`src/rtl/spi_cmd_pkg.sv`:
```
// spi_cmd_pkg: shared constants, reset values and FSM encoding for the SPI command controller.
// Rev 1.0
`default_nettype none

package spi_cmd_pkg;

  localparam logic [7:0] SYNC_BYTE = 8'hA5;
  localparam logic [7:0] RESP_HDR  = 8'h5A;

  localparam logic [7:0] CMD_NOP      = 8'h00;
  localparam logic [7:0] CMD_WRITE    = 8'h01;
  localparam logic [7:0] CMD_READ     = 8'h02;
  localparam logic [7:0] CMD_CLEAR    = 8'h03;
  localparam logic [7:0] CMD_DEFAULTS = 8'h04;

  localparam logic [7:0] ADDR_RATE = 8'h00;
  localparam logic [7:0] ADDR_BPM  = 8'h01;
  localparam logic [7:0] ADDR_RR   = 8'h02;
  localparam logic [7:0] ADDR_CTRL = 8'h03;

  localparam int ST_CHK_ERR  = 0;
  localparam int ST_BAD_CMD  = 1;
  localparam int ST_BAD_ADDR = 2;
  localparam int ST_OVERRUN  = 3;
  localparam int ST_LINK_OK  = 4;

  localparam logic [15:0] RST_RATE_THR   = 16'h0100;
  localparam logic [7:0]  RST_BPM_HI     = 8'd120;
  localparam logic [7:0]  RST_BPM_LO     = 8'd50;
  localparam logic [5:0]  RST_RR_HI      = 6'd30;
  localparam logic [5:0]  RST_RR_LO      = 6'd8;
  localparam logic        RST_MONITOR_EN = 1'b1;
  localparam logic        RST_PM_MASK    = 1'b0;

  typedef enum logic [1:0] {
    S_IDLE  = 2'd0,
    S_CHECK = 2'd1,
    S_EXEC  = 2'd2,
    S_RESP  = 2'd3
  } state_t;

  // XOR of the seven header/payload bytes [63:8].
  function automatic logic [7:0] frame_chk(input logic [63:0] f);
    logic [7:0] acc;
    acc = 8'h00;
    for (int i = 1; i < 8; i++) acc = acc ^ f[i*8 +: 8];
    return acc;
  endfunction

endpackage

`default_nettype wire

```
`src/rtl/spi_cmd_wdog.sv`:
```
// spi_cmd_wdog: link watchdog; link_ok drops after TIMEOUT_CYCLES cycles without a kick.
// Rev 1.0
`default_nettype none

module spi_cmd_wdog #(
  parameter logic [23:0] TIMEOUT_CYCLES = 24'd5_000_000
) (
  input  logic clk,
  input  logic rst,
  input  logic kick,
  output logic link_ok
);

  logic [23:0] cnt;

  // A kick wins over a simultaneous expiry so the link never glitches low.
  always_ff @(posedge clk) begin
    if (rst) begin
      cnt     <= 24'd0;
      link_ok <= 1'b0;
    end else if (kick) begin
      cnt     <= 24'd0;
      link_ok <= 1'b1;
    end else if (cnt >= TIMEOUT_CYCLES - 24'd1) begin
      link_ok <= 1'b0;
    end else begin
      cnt <= cnt + 24'd1;
    end
  end

endmodule

`default_nettype wire

```
`src/rtl/spi_cmd_ctrl.sv`:
```
// spi_cmd_ctrl: decodes 64-bit SPI command frames into config registers and builds the response word.
// Optional checksum enforcement via macro SPI_CMD_CHKSUM_EN.  Rev 1.0
`default_nettype none

module spi_cmd_ctrl
  import spi_cmd_pkg::*;
#(
  parameter logic [23:0] TIMEOUT_CYCLES = 24'd5_000_000
) (
  input  logic        clk,
  input  logic        rst,
  input  logic        frame_valid,
  input  logic [63:0] frame_data,
  output logic [15:0] rate_thr,
  output logic [7:0]  bpm_hi,
  output logic [7:0]  bpm_lo,
  output logic [5:0]  rr_hi,
  output logic [5:0]  rr_lo,
  output logic        monitor_en,
  output logic        pm_mask,
  output logic        clr_flags,
  output logic [63:0] resp_word,
  output logic        link_ok,
  output logic [7:0]  err_cnt
);

  state_t      state;
  logic [63:0] frame;
  logic [2:0]  err_stat;
  logic        ovr_pend;
  logic [7:0]  seq;

  logic        chk_err, bad_cmd, bad_addr, reject, drop, kick;
  logic [7:0]  cmd, addr;
  logic [31:0] rd_mux;
  logic [7:0]  status;
  logic [8:0]  err_sum;
  logic [7:0]  err_next;
  logic        unused_frame;

  assign cmd  = frame[55:48];
  assign addr = frame[47:40];
  assign unused_frame = ^{frame[39:24], frame[7:0]};

  always_comb begin
    chk_err = (frame[63:56] != SYNC_BYTE);
`ifdef SPI_CMD_CHKSUM_EN
    chk_err = chk_err | (frame[7:0] != frame_chk(frame));
`endif
    bad_cmd  = !chk_err && (cmd > CMD_DEFAULTS);
    bad_addr = !chk_err && !bad_cmd && ((cmd == CMD_WRITE) || (cmd == CMD_READ))
               && (addr > ADDR_CTRL);
    reject   = chk_err | bad_cmd | bad_addr;
    drop     = frame_valid && (state != S_IDLE);
    kick     = (state == S_CHECK) && !reject;

    case (addr)
      ADDR_RATE: rd_mux = {16'h0000, rate_thr};
      ADDR_BPM:  rd_mux = {16'h0000, bpm_hi, bpm_lo};
      ADDR_RR:   rd_mux = {20'h00000, rr_hi, rr_lo};
      ADDR_CTRL: rd_mux = {30'h0, pm_mask, monitor_en};
      default:   rd_mux = 32'h0;
    endcase

    // A drop in the very cycle a response is built is reported in that response.
    status              = 8'h00;
    status[ST_CHK_ERR]  = err_stat[0];
    status[ST_BAD_CMD]  = err_stat[1];
    status[ST_BAD_ADDR] = err_stat[2];
    status[ST_OVERRUN]  = ovr_pend | drop;
    status[ST_LINK_OK]  = link_ok;

    err_sum  = {1'b0, err_cnt} + {8'd0, (state == S_CHECK) && reject} + {8'd0, drop};
    err_next = err_sum[8] ? 8'hFF : err_sum[7:0];
  end

  always_ff @(posedge clk) begin
    if (rst) begin
      state      <= S_IDLE;
      frame      <= 64'h0;
      err_stat   <= 3'b000;
      ovr_pend   <= 1'b0;
      seq        <= 8'h00;
      err_cnt    <= 8'h00;
      rate_thr   <= RST_RATE_THR;
      bpm_hi     <= RST_BPM_HI;
      bpm_lo     <= RST_BPM_LO;
      rr_hi      <= RST_RR_HI;
      rr_lo      <= RST_RR_LO;
      monitor_en <= RST_MONITOR_EN;
      pm_mask    <= RST_PM_MASK;
      clr_flags  <= 1'b0;
      resp_word  <= 64'h0;
    end else begin
      clr_flags <= 1'b0;
      err_cnt   <= err_next;
      if (drop) ovr_pend <= 1'b1;
      case (state)
        S_IDLE: begin
          if (frame_valid) begin
            frame <= frame_data;
            state <= S_CHECK;
          end
        end
        S_CHECK: begin
          err_stat <= {bad_addr, bad_cmd, chk_err};
          if (reject) begin
            state <= S_RESP;
          end else begin
            seq   <= seq + 8'd1;
            state <= S_EXEC;
          end
        end
        S_EXEC: begin
          case (cmd)
            CMD_WRITE: begin
              case (addr)
                ADDR_RATE: rate_thr            <= frame[23:8];
                ADDR_BPM:  {bpm_hi, bpm_lo}    <= frame[23:8];
                ADDR_RR:   {rr_hi, rr_lo}      <= frame[19:8];
                ADDR_CTRL: {pm_mask, monitor_en} <= frame[9:8];
                default: ;
              endcase
            end
            CMD_CLEAR: clr_flags <= 1'b1;
            CMD_DEFAULTS: begin
              rate_thr   <= RST_RATE_THR;
              bpm_hi     <= RST_BPM_HI;
              bpm_lo     <= RST_BPM_LO;
              rr_hi      <= RST_RR_HI;
              rr_lo      <= RST_RR_LO;
              monitor_en <= RST_MONITOR_EN;
              pm_mask    <= RST_PM_MASK;
            end
            default: ;
          endcase
          resp_word <= {RESP_HDR, cmd, status, (cmd == CMD_READ) ? rd_mux : 32'h0, seq};
          ovr_pend  <= 1'b0;
          state     <= S_RESP;
        end
        S_RESP: begin
          // Rejected frames skip EXEC, so their response is built here, still at N+3.
          if (err_stat != 3'b000) begin
            resp_word <= {RESP_HDR, cmd, status, 32'h0, seq};
            ovr_pend  <= 1'b0;
          end
          state <= S_IDLE;
        end
        default: state <= S_IDLE;
      endcase
    end
  end

  spi_cmd_wdog #(
    .TIMEOUT_CYCLES(TIMEOUT_CYCLES)
  ) u_wdog (
    .clk    (clk),
    .rst    (rst),
    .kick   (kick),
    .link_ok(link_ok)
  );

endmodule

`default_nettype wire

```
`config.mk`:
```
export PLATFORM = sky130hd
export DESIGN_NAME = spi_cmd_ctrl
export DESIGN_NICKNAME = d
export VERILOG_FILES = /design/src/rtl/spi_cmd_pkg.sv /design/src/rtl/spi_cmd_wdog.sv /design/src/rtl/spi_cmd_ctrl.sv
export SDC_FILE = /design/constraint.sdc
export NUM_CORES = 1
export LEC_CHECK = 0
export CORE_ASPECT_RATIO = 1.5
export CORE_MARGIN = 2
export CORE_UTILIZATION = 42
export DETAILED_ROUTE_END_ITERATION = 16
export GPL_ROUTABILITY_DRIVEN = 0
export PLACE_DENSITY_LB_ADDON = 0.1
export RECOVER_POWER = 50
export SLEW_MARGIN = 20
export SYNTH_ARGS = -nofsm -noshare
export SYNTH_HDL_FRONTEND = slang
export SYNTH_HIERARCHICAL = 1
export SYNTH_SLANG_ARGS = --single-unit
```
`constraint.sdc`:
```
create_clock -name clk -period 2.8 [get_ports clk]
set_clock_uncertainty 0.15 [all_clocks]
set_input_delay 0.7 -clock clk [delete_from_list [all_inputs] [get_ports clk]]
set_output_delay 0.7 -clock clk [all_outputs]
set_load 0.02 [all_outputs]
```
* Word level (Yosys, flattened, before mapping)
Index checks and enable logic that the tools add are counted.
Word-level totals: register bits 222, logic and storage cells 101
Operators by class: add/subtract/negate cells 4, magnitude comparators 3, eq/ne operators 17, muxes and demuxes 28, bitwise gates (word level) 5, reductions and logical operators 27
Operator list (number):
- $pmux W64 S2 | 1
- $mux W64 | 1
- $pmux W16 S4 | 1
- $eq A8 B2 Y1 const B | 4
- $mux W32 | 1
- $pmux W16 S2 | 1
- $pmux W8 S2 | 2
- $add A24 B1 Y24 const B | 1
- $ge A24 B23 Y1 const B | 1
- $mux W8 | 3
- $pmux W6 S2 | 2
- $eq A8 B1 Y1 const B | 2
- $mux W16 | 1
- $mux W6 | 2
- $reduce_and A3 Y1 | 4
- $add A8 B1 Y9 | 1
- $add A9 B1 Y9 | 1
- $add A8 B1 Y8 const B | 1
- $eq A8 B3 Y1 const B | 1
- $gt A8 B2 Y1 const B | 1
- $gt A8 B3 Y1 const B | 1
- $logic_not A8 Y1 | 1
- $mux W1 | 8
- $ne A2 B1 Y1 const B | 4
- other kinds (17) | 38

* Depth between registers and ports, before layout
word-level depth 12, gate-level depth with buffers 11, gate-level depth less buffers 10

* Modules after synthesis
Netlist, hierarchy kept.
Modules (own cells, without submodules):
- spi_cmd_ctrl | times used 1, cells an instance 666, area each 5980.7 µm², sequential area each 2942.8 µm²
- spi_cmd_wdog | times used 1, cells an instance 165, area each 1348.8 µm², sequential area each 500.5 µm²

* Least setup slack after synthesis
Ideal clock, no wire load.
path type register to register, from register frame[51], to register err_cnt[4], library setup time 132 ps, arrival 2559 ps, slack -41 ps, cell stages (with the launch flop) 11, path buffers 1, cell sequence dfxtp_1 or4_4 or3b_1 buf_6 o31ai_1 fa_1 inv_1 ha_1 nand3_1 xor2_1 a21oi_1
On the way: cells in the longest elaborated chain, start to end 11, elaborated cells between the ends (all ways) 15, classes of those cells add/sub: 2; order compare: 1; eq/ne: 2; mux: 1; bitwise: 2; reduce/logical: 7
RTL lines:
- from (decl) | RTL line spi_cmd_ctrl.sv:28 | logic [63:0] frame;
- from (signal assigned) | RTL line spi_cmd_ctrl.sv:101 | frame <= frame_data;
- $gt A8 B3 Y1 | RTL line spi_cmd_ctrl.sv:50 | bad_cmd = !chk_err && (cmd > CMD_DEFAULTS);
- $logic_and A1 B1 Y1 | RTL line spi_cmd_ctrl.sv:50
- $logic_not A1 Y1 | RTL line spi_cmd_ctrl.sv:51 | bad_addr = !chk_err && !bad_cmd && ((cmd == CMD_WRITE) || (cmd == CMD_READ))
- $logic_and A1 B1 Y1 (2 in a row) | RTL line spi_cmd_ctrl.sv:51
- $logic_and A1 B1 Y1 | RTL line spi_cmd_ctrl.sv:52 | && (addr > ADDR_CTRL);
- $or A1 B1 Y1 (*) | RTL line spi_cmd_ctrl.sv:53 | reject = chk_err | bad_cmd | bad_addr;
- $logic_and A1 B1 Y1 (*) | RTL line spi_cmd_ctrl.sv:73 | err_sum = {1'b0, err_cnt} + {8'd0, (state == S_CHECK) && reject} + {8'd0, drop};
- $add A8 B1 Y9 (*) | RTL line spi_cmd_ctrl.sv:73
- $add A9 B1 Y9 (*) | RTL line spi_cmd_ctrl.sv:73
- $mux W8 (*) | RTL line spi_cmd_ctrl.sv:74 | err_next = err_sum[8] ? 8'hFF : err_sum[7:0];
- to (signal assigned) | RTL line spi_cmd_ctrl.sv:96 | err_cnt <= err_next;
- to (decl) | RTL line spi_cmd_ctrl.sv:24 | output logic [7:0] err_cnt
Every way passes the cells marked *; elsewhere a longest branch is shown, timed or not. A chain may end at the register's enable or synchronous reset.

* Worst setup path in the final report
from register frame[51], to register u_wdog.cnt[9]
On the way: cells in the longest elaborated chain, start to end 10, elaborated cells between the ends (all ways) 14, classes of those cells order compare: 1; eq/ne: 2; bitwise: 2; reduce/logical: 9
RTL lines:
- $gt A8 B3 Y1 | RTL line spi_cmd_ctrl.sv:50
- $logic_and A1 B1 Y1 | RTL line spi_cmd_ctrl.sv:50
- $logic_not A1 Y1 | RTL line spi_cmd_ctrl.sv:51
- $logic_and A1 B1 Y1 (2 in a row) | RTL line spi_cmd_ctrl.sv:51
- $logic_and A1 B1 Y1 | RTL line spi_cmd_ctrl.sv:52
- $or A1 B1 Y1 (*) | RTL line spi_cmd_ctrl.sv:53
- $logic_not A1 Y1 (*) | RTL line spi_cmd_ctrl.sv:55 | kick = (state == S_CHECK) && !reject;
- $logic_and A1 B1 Y1 (*) | RTL line spi_cmd_ctrl.sv:55
- via kick | RTL line spi_cmd_ctrl.sv:33 | logic chk_err, bad_cmd, bad_addr, reject, drop, kick;
- $reduce_or A2 Y1 (no source line) (*)
- to (signal assigned) | RTL line spi_cmd_wdog.sv:27 | cnt <= cnt + 24'd1;
- to (decl) | RTL line spi_cmd_wdog.sv:14 | logic [23:0] cnt;
The timed path passes the listed nets; every way through them passes the cells marked *.

==> results by group <==
Final layout
  – FILL cells: 1,649
  – Area occupied by multi-input gates: 0.003546 mm^2
  – Design area: 0.009575 mm^2
  – Final core area utilization: 55.67%
  – Layout cells sized above 1: 9.582%
  – Final Non-Filler Cells: 1,194
  – Reg area: 0.003443 mm^2
  – Final #Nets: 1,043
  – Ant diodes: 0
  – P&R area growth vs syn: 30.64%

CTS
  – Clk_lat worst skew: 0.43 ns
  – Clock buffer depth: 2
  – TritonCTS Buffers: 17
  – CTS tree: yes
  – CTS Hold Bufs: 0
  – H-tree depth: 4
  – Clock sinks: 172
  – Reg clk slew, reported paths: 0.07 ns
  – Root Buffer: clkbuf_16

Pwr
  – PwrDens: 647.3 mW/mm^2
  – Combinational power share: 16.3%
  – Int Power: 4.405 mW
  – Net Sw Power: 1.794 mW
  – Worst vdd rail ir drop: 0.4601 mV
  – Pwr Total: 6.198 mW
  – Leakage Power: 3.702 nW
  – Clk pwr share: 40.8%
  – Sequential share of power: 43.0%
  – Switching share of power: 28.94%

STA
  – Worst Slack Setup Final: 0.1634 ns
  – FMAX: 379.3 MHz
  – Hold slack: 0.2943 ns
  – Setup tns final: 0 ns
  – Hold Vio Cnt, Final: 0
  – Relative slew slack: 40.04%
  – RSZ-0062 raised after global routing: false
  – Final period util: 94.16%
  – Max Transition Viols Final: 0
  – Setup Viol. Count Final: 0
  – Slew @ Worst Pin: 0.8994 ns
  – Min Tclk post-route: 2.637 ns

Logic synthesis
  – Netlist cell types: 65
  – Post-synth design cell area: 0.007330 mm^2
  – Synth top cells by count: 172 x dfxtp_1, 158 x nand2_1, 98 x a21oi_1, 37 x nor2_1, 33 x clkbuf_1
  – Ys Warns: 6
  – Sequential cell area fraction in the yosys report: 46.98%
  – Largest cells by area after synthesis: dfxtp_1 47%, nand2_1 8.1%, a21oi_1 6.7%
  – Share of the synthesized area in the top cell type: 46.98%
  – Top FF cell, synth: dfxtp_1
  – Async SR Flop Fraction: 0%
  – Synth area leader: dfxtp_1
  – Count leader, synth: dfxtp_1
  – Syn avg cell area: 8.820 um^2
  – Post-synth EDFFs: 0
  – Cells after Synth: 831
  – Synth Register Bits: 172

Flow run
  – Max-cap violations: 0

Worst setup path
  – Origin of the critical flop-to-flop path: frame[51]
  – Worst EP required: 2.97 ns
  – Levels on crit path: 8
  – Worst setup SP type: flip-flop
  – Worst R2R Path Depth: 8
  – Crit path max fanout: 10
  – Setup CP Type: flip-flop to flip-flop
  – Buffers & Inverters on Critical Path: 1
  – R2r setup slk: 0.16 ns
  – Largest stage delay, worst path: 0.54 ns
  – Critical Path AT: 2.81 ns
  – Worst reg2reg endpoint: u_wdog/cnt[9]
  – CP top delay family: simple AND/OR/NAND/NOR gates
  – CP endpoint kind: flip-flop
  – Slowest-stage cell, CP: or4_4
  – CP Cell Sequence: or4_4 -> or3b_4 -> buf_4 -> nor4_4 -> nor2_1 -> nand2_1 -> a31oi_1 -> a41o_1

Routing
  – Max Used Layer: met4
  – TritonRoute pass-1 iters: 6
  – Met1 Wirelength: 8.353 mm
  – DRC errors left: 0
  – Met3 wire len: 871 um
  – DR vias: 6,303
  – DR WL/cell: 16.00 um
  – DRT antenna net count: 0
  – Routed WL: 19.11 mm
  – DRT iter0 DRCs: 277
  – Vias per cell: 5.279
  – Met2 wire len: 9.597 mm

Die
  – Rows: 59
  – I/O pin total: 187
  – Die area: 0.01855 mm^2
  – Initial Utilization: 42.61%
  – Die Ht: 165.8 um
  – Die width: 111.9 um
  – Placeable Area: 0.01720 mm^2

Hold path
  – Hold Path End: resp_word[17]
  – Hold Crit Start: resp_word[17]
  – Hold crit path type: flip-flop to flip-flop
  – Hold path cells: 2

Placement
  – Placed insts: 1,162
  – Pre-CTS WS: -0.004194 ns
  – Post-placement cell area: 0.008946 mm^2
  – Port Buf Inserts: 139
  – Hpwl dp: 13.51 mm

GRT
  – Total GRT Usage: 20.57%
  – Remaining Overflow, GRT: 0
  – Largest net degree at the start of global routing: 42
  – Vias in the first global route: 6,008
  – First-pass GRT wire length: 30.79 mm
  – Initial antenna violation count: 0

Outcome
  – Status: finished clean
==> cell usage in the layout, fill, tap and decap left out, types with 5 or more instances in the layout <==
cell,synthesis,layout
a21oi_1,98,98
nor3_1,7,7
clkbuf_16,0,17
nor2b_1,15,15
and4b_1,5,5
o211ai_1,7,7
ha_1,7,6
inv_1,9,9
dfxtp_1,172,172
or3_1,11,11
dlygate4sd3_1,0,78
inv_6,0,6
a22o_1,32,32
conb_1,1,23
mux2_2,7,7
buf_4,28,30
and3_1,10,10
nand2_1,158,158
nor2_1,37,37
o21ai_0,22,22
nor4_1,11,11
nand3_1,9,9
nand4_1,17,17
o31ai_1,15,14
mux2i_1,18,18
clkdlybuf4s50_1,0,60
o22a_1,11,11
and2_1,7,6
or4_1,10,10
==> state kept, by name (all words and copies together), names as in the netlist <==
name	count
pm_mask	1
u_wdog/link_ok	1
state	2
clr_flags	1
ovr_pend	1
err_stat	3
u_wdog/cnt	24
rate_thr	16
bpm_lo	8
resp_word	38
bpm_hi	8
frame	40
rr_lo	6
rr_hi	6
err_cnt	8
seq	8
monitor_en	1
==> power groups by stage <==
stage | Combinational (mW) | Clock (mW) | Sequential, mW
final | 1.01 | 2.53 | 2.66
after global routing | 1.11 | 2.69 | 2.68
after CTS | 1.04 | 2.58 | 2.67
after detailed placement | 1.03 | 0 | 2.72
after global placement | 1.02 | 0 | 2.72
after floorplan | 0.668 | 0 | 2.72
==> worst max path at each step <==
stage / start / end / slack, ns
3_5_place_dp: frame[51] / err_cnt[4] / -0.004
4_1_cts: frame[51] / err_cnt[4] / 0.02
2_1_floorplan: frame[51] / u_wdog/cnt[0] / 0.005
5_1_grt: frame[51] / u_wdog/cnt[9] / 0.03
6_report: frame[51] / u_wdog/cnt[9] / 0.16
3_3_place_gp: frame[51] / err_cnt[1] / 0.02
==> routing by layer <==
metal	up-vias	GRT usage, %
li1	3201	-
met1	2949	25.10
met2	134	35.84
met3	19	4.781
met4	0	6.334
met5	-	0
==> final cells by class <==
cell class,count,area share (%)
Tap cell,213,2.783
Timing Repair Buffer,174,17.22
Clock inverter,14,2.065
Multi-Input combinational cell,594,37.03
Clock buffer,18,4.586
Inverter,9,0.3528
Sequential cell,172,35.96
==> worst register-to-register path, cell delays in order, from the launching register on <==
cell     delay, ns
dfxtp_1       0.31
or4_4         0.54
or3b_4        0.42
buf_4         0.19
nor4_4        0.31
nor2_1        0.25
nand2_1       0.12
a31oi_1       0.04
a41o_1        0.20
==> what timing repair did <==
| action | 4_1_cts | 5_1_grt |
|---|---|---|
| resized for setup | 0 | 3 |
| pin swaps | 1 | 0 |
| buffers inserted | 0 | 0 |
| endpoints found under the setup margin | 6 | 8 |
==> kinds of logic (layout without fill, tap and decap cells) <==
group | count (synthesis) | after routing | synth area share (%)
simple gates | 318 | 318 | 21.56
compound gates | 212 | 212 | 18.88
flops | 172 | 172 | 46.98
buf+inv | 87 | 215 | 6.111
mux | 28 | 28 | 4.353
fa+ha+maj | 8 | 8 | 1.468
xor+xnor | 5 | 5 | 0.5976
other cells | 1 | 23 | 0.05116
No activity file was read; power rests on OpenSTA's default activity.
